## src/rtl/custom_mac_operand_buffer_if.sv

```systemverilog
// rtl/custom_mac_operand_buffer_if.sv - operand write / result handshake bus of the MAC operand buffer
//  master: drives operand bytes, lane selects, write enables, start requests and result ready
//  slave : the operand buffer; returns per-lane results, valid, busy and the sticky overflow flag
//  mem_data_i      operand byte shared by all lanes
//  demux_sel_i     2-bit entry index per lane, lane i at [2i+1:2i]
//  weight_en_i     per-lane weight write enable
//  feature_en_i    per-lane feature write enable
//  acc_en_i        per-lane accumulate (1) / clear (0) choice, sampled at lane start
//  buff_use_i      per-lane start request, rising edge triggers a MAC run
//  result_o        lane i result at [ACC_W*i +: ACC_W]
//  result_valid_o  per-lane result valid
//  result_ready_i  per-lane result accept
//  busy_o          per-lane busy (MAC or DONE)
//  overflow_o      sticky protocol error
interface custom_mac_operand_buffer_if #(
    parameter int DATA_W = 8,
    parameter int LANES  = 4,
    parameter int ACC_W  = 20
);
    logic [DATA_W-1:0]      mem_data_i;
    logic [2*LANES-1:0]     demux_sel_i;
    logic [LANES-1:0]       weight_en_i;
    logic [LANES-1:0]       feature_en_i;
    logic [LANES-1:0]       acc_en_i;
    logic [LANES-1:0]       buff_use_i;
    logic [LANES*ACC_W-1:0] result_o;
    logic [LANES-1:0]       result_valid_o;
    logic [LANES-1:0]       result_ready_i;
    logic [LANES-1:0]       busy_o;
    logic                   overflow_o;

    modport master (
        output mem_data_i, demux_sel_i, weight_en_i, feature_en_i, acc_en_i, buff_use_i,
        output result_ready_i,
        input  result_o, result_valid_o, busy_o, overflow_o
    );

    modport slave (
        input  mem_data_i, demux_sel_i, weight_en_i, feature_en_i, acc_en_i, buff_use_i,
        input  result_ready_i,
        output result_o, result_valid_o, busy_o, overflow_o
    );
endinterface

```

## src/rtl/custom_mac_operand_buffer.sv

```systemverilog
// rtl/custom_mac_operand_buffer.sv - per-lane operand capture and serial 4-tap multiply-accumulate
//  clk  rising-edge clock
//  rst  synchronous active-high reset
//  bus  custom_mac_operand_buffer_if.slave: operand writes, start requests, result handshake
module custom_mac_operand_buffer #(
    parameter int DATA_W = 8,
    parameter int LANES  = 4,
    parameter int TAPS   = 4,
    parameter int ACC_W  = 20
) (
    input  logic                        clk,
    input  logic                        rst,
    custom_mac_operand_buffer_if.slave  bus
);
    typedef enum logic [1:0] {
        S_IDLE = 2'd0,
        S_MAC  = 2'd1,
        S_DONE = 2'd2
    } lane_state_t;

    lane_state_t         state_q   [LANES];
    lane_state_t         state_d   [LANES];
    logic [1:0]          tap_q     [LANES];
    logic [ACC_W-1:0]    acc_q     [LANES];
    logic [ACC_W-1:0]    result_q  [LANES];
    logic [ACC_W-1:0]    mac_sum   [LANES];
    logic [2*DATA_W-1:0] product   [LANES];
    logic [DATA_W-1:0]   weight_q  [LANES][TAPS];
    logic [DATA_W-1:0]   feature_q [LANES][TAPS];
    logic [LANES-1:0]    buff_use_q;
    logic [LANES-1:0]    start;
    logic [LANES-1:0]    write_req;
    logic [LANES-1:0]    proto_err;
    logic                overflow_q;

    assign start     = bus.buff_use_i & ~buff_use_q;
    assign write_req = bus.weight_en_i | bus.feature_en_i;

    // Product is formed at full 2*DATA_W width, then zero-extended into the wrapping accumulator.
    always_comb begin
        proto_err = '0;
        for (int i = 0; i < LANES; i++) begin
            product[i]   = {{DATA_W{1'b0}}, weight_q[i][tap_q[i]]} *
                           {{DATA_W{1'b0}}, feature_q[i][tap_q[i]]};
            mac_sum[i]   = acc_q[i] + ACC_W'(product[i]);
            proto_err[i] = (start[i] && (state_q[i] != S_IDLE)) ||
                           (write_req[i] && (state_q[i] == S_MAC));
        end
    end

    always_ff @(posedge clk) begin
        for (int i = 0; i < LANES; i++) begin
            if (rst) begin
                state_q[i] <= S_IDLE;
            end else begin
                state_q[i] <= state_d[i];
            end
        end
    end

    always_comb begin
        for (int i = 0; i < LANES; i++) begin
            state_d[i] = state_q[i];
            case (state_q[i])
                S_IDLE:  if (start[i]) state_d[i] = S_MAC;
                S_MAC:   if (tap_q[i] == 2'd3) state_d[i] = S_DONE;
                S_DONE:  if (bus.result_ready_i[i]) state_d[i] = S_IDLE;
                default: state_d[i] = S_IDLE;
            endcase
        end
    end

    always_ff @(posedge clk) begin
        if (rst) begin
            buff_use_q <= '0;
            overflow_q <= 1'b0;
            for (int i = 0; i < LANES; i++) begin
                tap_q[i]    <= '0;
                acc_q[i]    <= '0;
                result_q[i] <= '0;
                for (int t = 0; t < TAPS; t++) begin
                    weight_q[i][t]  <= '0;
                    feature_q[i][t] <= '0;
                end
            end
        end else begin
            // Edge history tracks the raw input, including requests that get ignored.
            buff_use_q <= bus.buff_use_i;
            if (|proto_err) begin
                overflow_q <= 1'b1;
            end
            for (int i = 0; i < LANES; i++) begin
                case (state_q[i])
                    S_IDLE: begin
                        if (start[i]) begin
                            tap_q[i] <= 2'd0;
                            acc_q[i] <= bus.acc_en_i[i] ? result_q[i] : '0;
                        end
                    end
                    S_MAC: begin
                        acc_q[i] <= mac_sum[i];
                        tap_q[i] <= tap_q[i] + 2'd1;
                        if (tap_q[i] == 2'd3) begin
                            result_q[i] <= mac_sum[i];
                        end
                    end
                    default: ;
                endcase
                // Operands are frozen while the lane is accumulating; a write in the
                // start cycle still lands because the lane is IDLE at that edge.
                if (state_q[i] != S_MAC) begin
                    if (bus.weight_en_i[i]) begin
                        weight_q[i][bus.demux_sel_i[2*i +: 2]] <= bus.mem_data_i;
                    end
                    if (bus.feature_en_i[i]) begin
                        feature_q[i][bus.demux_sel_i[2*i +: 2]] <= bus.mem_data_i;
                    end
                end
            end
        end
    end

    always_comb begin
        bus.result_o       = '0;
        bus.result_valid_o = '0;
        bus.busy_o         = '0;
        for (int i = 0; i < LANES; i++) begin
            bus.result_o[ACC_W*i +: ACC_W] = result_q[i];
            bus.result_valid_o[i]          = (state_q[i] == S_DONE);
            bus.busy_o[i]                  = (state_q[i] != S_IDLE);
        end
    end

    assign bus.overflow_o = overflow_q;
endmodule
```

## src/flat_wrapper.sv

```systemverilog
// flat-port wrapper written by rule: the top's interface ports become plain ports
module custom_mac_operand_buffer_flat 
#(
    parameter int DATA_W = 8,
    parameter int LANES  = 4,
    parameter int TAPS   = 4,
    parameter int ACC_W  = 20
)
  (clk, rst, bus_mem_data_i, bus_demux_sel_i, bus_weight_en_i, bus_feature_en_i, bus_acc_en_i, bus_buff_use_i, bus_result_ready_i, bus_result_o, bus_result_valid_o, bus_busy_o, bus_overflow_o);
  custom_mac_operand_buffer_if #(.DATA_W(DATA_W), .LANES(LANES), .ACC_W(ACC_W)) bus_i ();
  input  logic clk;
  input  logic rst;
  input wire logic [$bits(bus_i.mem_data_i)-1:0] bus_mem_data_i;
  input wire logic [$bits(bus_i.demux_sel_i)-1:0] bus_demux_sel_i;
  input wire logic [$bits(bus_i.weight_en_i)-1:0] bus_weight_en_i;
  input wire logic [$bits(bus_i.feature_en_i)-1:0] bus_feature_en_i;
  input wire logic [$bits(bus_i.acc_en_i)-1:0] bus_acc_en_i;
  input wire logic [$bits(bus_i.buff_use_i)-1:0] bus_buff_use_i;
  input wire logic [$bits(bus_i.result_ready_i)-1:0] bus_result_ready_i;
  output wire logic [$bits(bus_i.result_o)-1:0] bus_result_o;
  output wire logic [$bits(bus_i.result_valid_o)-1:0] bus_result_valid_o;
  output wire logic [$bits(bus_i.busy_o)-1:0] bus_busy_o;
  output wire logic [$bits(bus_i.overflow_o)-1:0] bus_overflow_o;
  assign bus_i.mem_data_i = bus_mem_data_i;
  assign bus_i.demux_sel_i = bus_demux_sel_i;
  assign bus_i.weight_en_i = bus_weight_en_i;
  assign bus_i.feature_en_i = bus_feature_en_i;
  assign bus_i.acc_en_i = bus_acc_en_i;
  assign bus_i.buff_use_i = bus_buff_use_i;
  assign bus_i.result_ready_i = bus_result_ready_i;
  assign bus_result_o = bus_i.result_o;
  assign bus_result_valid_o = bus_i.result_valid_o;
  assign bus_busy_o = bus_i.busy_o;
  assign bus_overflow_o = bus_i.overflow_o;
  custom_mac_operand_buffer #(.DATA_W(DATA_W), .LANES(LANES), .TAPS(TAPS), .ACC_W(ACC_W)) u_core (.clk(clk), .rst(rst), .bus(bus_i));
endmodule
```

## config.mk

```make
export PLATFORM = sky130hd
export DESIGN_NAME = custom_mac_operand_buffer_flat
export DESIGN_NICKNAME = d
export VERILOG_FILES = /design/src/rtl/custom_mac_operand_buffer_if.sv /design/src/rtl/custom_mac_operand_buffer.sv /design/src/flat_wrapper.sv
export SDC_FILE = /design/constraint.sdc
export NUM_CORES = 1
export LEC_CHECK = 0
export BUFFER_PORTS_ARGS = -buffer_cell sky130_fd_sc_hd__buf_4
export CAP_MARGIN = 15
export CORE_MARGIN = 5
export CORE_UTILIZATION = 55
export DETAILED_ROUTE_END_ITERATION = 7
export PLACE_DENSITY = 0.74
export SLEW_MARGIN = 10
export SYNTH_ARGS = -nofsm -noshare
export SYNTH_HDL_FRONTEND = slang
export SYNTH_SLANG_ARGS = --single-unit
export TNS_END_PERCENT = 1
```

## constraint.sdc

```tcl
create_clock -name clk -period 7.35 [get_ports clk]
set_clock_uncertainty 0.05 [all_clocks]
set_input_delay 0.3675 -clock clk [delete_from_list [all_inputs] [get_ports clk]]
set_output_delay 0.3675 -clock clk [all_outputs]
set_load 0.005 [all_outputs]
```

==> results.txt <==
----------------------------------------------------
[Pwr]
  Pwr per Cell Area ... 262.7 nW/um2
  Lkg Pwr ... 0.01426 uW
  Power share of the sequential group ... 0.348
  Logic pwr share ... 0.357
  Share of total power consumed by net switching ... 0.3486
  IR Drop Worst-Case VDD ... 0.0002238 V
  Cell Int Power ... 5479 uW
  Fraction of power consumed by the clock network ... 0.296
  Net switching power ... 2932 uW

[Place]
  Detailed Place HPWL ... 48230 um
  PortBufs ... 126
  GPL Wtd Cong ... 0.8994

[Die]
  Die Span Y ... 238.9 um
  Initial standard-cell utilization of the core ... 0.5582
  Horizontal die dimension ... 238.9 um
  Standard-cell row count ... 83
  Core Region ... 51610 um2
  Total die area ... 57060 um2
  Count of boundary I/O pins ... 127

[CTS]
  Sinks on Clock Net ... 437
  CTS tree ... done
  Clock root buffer master ... clkbuf_16
  Post-CTS resize count ... 0
  H-tree Lvls ... 2
  Worst-path clk slew ... 0.06 ns
  CTS Buf Count ... 47
  Latest clock arrival within the worst-skew pair ... 0.59 ns
  Number of buffers on the longest clock path ... 3

[Cells and area]
  Count of antenna diodes in the layout ... 0
  Share of final-layout standard cells stronger than drive strength 1 ... 0.1118
  Signed area change from the synthesized netlist to the final layout ... 11.15%
  Post-layout nets ... 3168
  Utilization of the core after routing ... 0.6204
  Fillers ... 4059

[Logic synthesis]
  Proportion of register bits with asynchronous set or reset after synthesis ... 0
  Instance count of the mapped netlist ... 2666
  Mapped Avg Cell Area ... 10.81 um2
  Yosys warns ... 0
  Number of enable-type register cells in the synthesized netlist ... 312
  Distinct cell type count of the synthesized netlist ... 66
  Primary FF master, synth ... edfxtp_1
  Synth Register Bits ... 437
  Syn nets ... 3072
  Cell area after synthesis ... 28810 um2
  Share of synthesized area occupied by flip-flops and latches ... 0.4121

[Global route]
  First-pass GRT wire length ... 106600 um
  Vias in the first global route ... 20310
  Overflow left after global routing ... 0
  Largest net degree at the start of global routing ... 92
  Combined global-route utilization of all metal layers ... 0.2306
  Initial antenna violation count ... 1

[Worst setup path]
  Data arrival at the endpoint of the critical path ... 6.56 ns
  Classification of the worst setup path ... register to register
  Nature of the critical path endpoint ... register
  Req. time, crit path ... 7.62 ns
  Crit path max fanout ... 17
  Startpoint Class ... register

[Drt]
  Remaining routing DRC violations ... 0
  Starting DRT DRC Count ... 1217
  Per-cell via count in the routed design ... 5.632
  Routed wire length ... 65140 um
  1st-pass router iterations ... 5
  Antenna Violating Nets Remaining ... 0
  WL per Instance ... 18.72 um
  Via total after detailed routing ... 19600

[Timing]
  Count of endpoints failing setup in the final report ... 0
  Final period util ... 0.8560
  Slew headroom ... 0.2355
  TNS Setup ... 0 ns
  Worst Max-Slew Pin Slew ... 1.147 ns
  Final hold violation count ... 0
  FMAX ... 159.0 MHz
  Post-layout minimum cycle time ... 6.291 ns
  Max Slew Vio Count ... 0
  Unrepaired setup endpoints after global routing ... false
  Minimum hold slack ... 0.03448 ns

[Flow run]
  Number of max-capacitance violations reported ... 0

[Status]
  Status ... finished, final reports clean

[Worst hold path]
  Hold crit path type ... input port to register

----------------------------------------------------
[power groups by stage]
stage / logic (uW) / registers (uW) / clock network (uW)
final: 3000 / 2920 / 2490
after global placement: 2900 / 2970 / 0
after floorplan: 2310 / 2920 / 0
after global routing: 3400 / 2940 / 2630
after detailed placement: 2960 / 2980 / 0
after CTS: 3000 / 2930 / 2530
[registers in the layout, summed over array words and instances, names as in the netlist]
signal                 flops
u_core.result_q           80
u_core.bus.overflow_o      1
u_core.tap_q               8
u_core.state_q             8
u_core.buff_use_q          4
u_core.feature_q         128
u_core.acc_q              80
u_core.weight_q          128
[worst max-delay path: stages, from the launching register on]
cell and delay, ns:
edfxtp_1 0.97, buf_4 0.26, mux4_2 0.58, nand2_1 0.13, fa_1 0.45, fa_1 0.51
inv_1 0.06, fa_1 0.49, fa_1 0.41, ha_1 0.38, a211o_1 0.35, a211oi_2 0.39
o31ai_2 0.14, a211o_1 0.29, a31oi_1 0.21, xor2_1 0.25, o21ai_1 0.10
[routing by layer]
layer,GRT usage,part of all wire,routed length [um],vias to the layer above
met5,0,0,0,-
met4,0.07739,0.032,2095,0
met3,0.03484,0.062,4017,139
met2,0.3712,0.47,30760,594
met1,0.3244,0.43,28260,9739
li1,-,-,-,9128
[worst paths after layout]
| path | start | endpoint | slack (ns) | cells past startpoint |
|---|---|---|---|---|
| setup / recovery | u_core.tap_q[0][0]$_SDFFCE_PN0P_ | u_core.acc_q[0][16]$_SDFFCE_PN0P_ | 1.06 | 16 |
| hold / removal | bus_result_ready_i[1] | u_core.state_q[1][1]$_SDFFE_PP0P_ | 0.03 | 4 |
| setup reg to reg | u_core.tap_q[0][0]$_SDFFCE_PN0P_ | u_core.acc_q[0][16]$_SDFFCE_PN0P_ | 1.06 | 16 |
| hold reg to reg | u_core.feature_q[0][78]$_SDFFE_PP0P_ | u_core.feature_q[0][78]$_SDFFE_PP0P_ | 0.41 | 2 |
[cells in the mapped netlist (all sizes together) (3+ instances only)]
library cell | n | area share
a31o | 4 | 0.0012
clkbuf | 87 | 0.011
and2 | 214 | 0.046
o211ai | 6 | 0.0016
or2 | 18 | 0.0039
a21o | 27 | 0.0070
o21bai | 11 | 0.0029
nand2b | 53 | 0.012
mux2 | 3 | 0.0012
or3 | 3 | 0.00065
inv | 387 | 0.050
a31oi | 18 | 0.0039
nor3 | 10 | 0.0017
nand3 | 26 | 0.0045
dfxtp | 125 | 0.087
a22o | 33 | 0.010
a22oi | 3 | 0.00078
a21oi | 83 | 0.015
mux2i | 64 | 0.022
nor4 | 5 | 0.0013
nand3b | 18 | 0.0047
o21ai | 79 | 0.014
a211oi | 20 | 0.0054
o21a | 11 | 0.0029
nor2 | 180 | 0.024
xnor2 | 26 | 0.0079
o22ai | 6 | 0.0013
buf | 12 | 0.0022
a211o | 3 | 0.00091
and3 | 51 | 0.011
fa | 200 | 0.14
nor2b | 17 | 0.0037
edfxtp | 312 | 0.33
xor2 | 30 | 0.0091
ha | 168 | 0.073
nand2 | 266 | 0.035
mux4 | 64 | 0.050
[final cells by class]
cell class	count	area [um2]	area share
clock buffer	57	1275	0.03982
clock inverter	30	346.6	0.01082
inverter	387	1453	0.04536
multi-input combinational	1743	15110	0.4719
sequential	437	11870	0.3707
tap	680	850.8	0.02657
timing repair buffer	146	1114	0.03478
[placed cells by master, fill, tap and decap left out, types with 5 or more instances in the layout]
cell type,n
o21ai_0,44
or2_2,6
dfxtp_1,125
and3_1,51
and2_1,214
o21a_1,11
nand2_1,266
a21o_1,27
nor2b_1,16
a211oi_1,19
nor2_2,6
nand3b_1,18
clkinv_2,7
edfxtp_1,312
nor2_1,174
nand2b_1,53
xnor2_1,26
o21bai_1,9
o21ai_1,35
or2_1,11
ha_1,168
bufinv_16,6
nand3_1,26
inv_1,386
fa_1,200
clkinvlp_4,6
nor3_1,10
mux4_2,64
o22ai_1,6
a22o_1,33
a21oi_1,82
buf_4,141
o211ai_1,6
mux2i_1,64
clkbuf_16,48
a31oi_1,18
clkbuf_1,5
xor2_1,30
[stage by stage]
| stage | power (uW) | setup WS [ns] | cell area [um2] | cells |
|---|---|---|---|---|
| floorplan | 5225 | 1.652 | 28810 | 2666 |
| global placement | 5873 | 1.219 | 30350 | 3388 |
| finish | 8411 | 1.059 | 32020 | 3480 |
| CTS | 8456 | 1.039 | 32010 | 3479 |
| detailed placement | 5937 | 1.122 | 30350 | 3388 |
| global route | 8965 | 0.6480 | 32020 | 3480 |
[logic make-up (layout without fill, tap and decap cells)]
family | after synthesis | after routing | share of synthesized area
simple gates | 866 | 866 | 0.1497
buf+inv | 486 | 620 | 0.06393
flops | 437 | 437 | 0.4121
fa+ha+maj | 368 | 368 | 0.2119
compound gates | 322 | 322 | 0.07188
mux | 131 | 131 | 0.07344
xor+xnor | 56 | 56 | 0.01702
[what timing repair did]
item | in CTS | in global routing
hold buffers | 4 | 0
buffers inserted | 0 | 0
hold endpoints to repair | 4 | 0
Power figures use the tool's default switching activity.
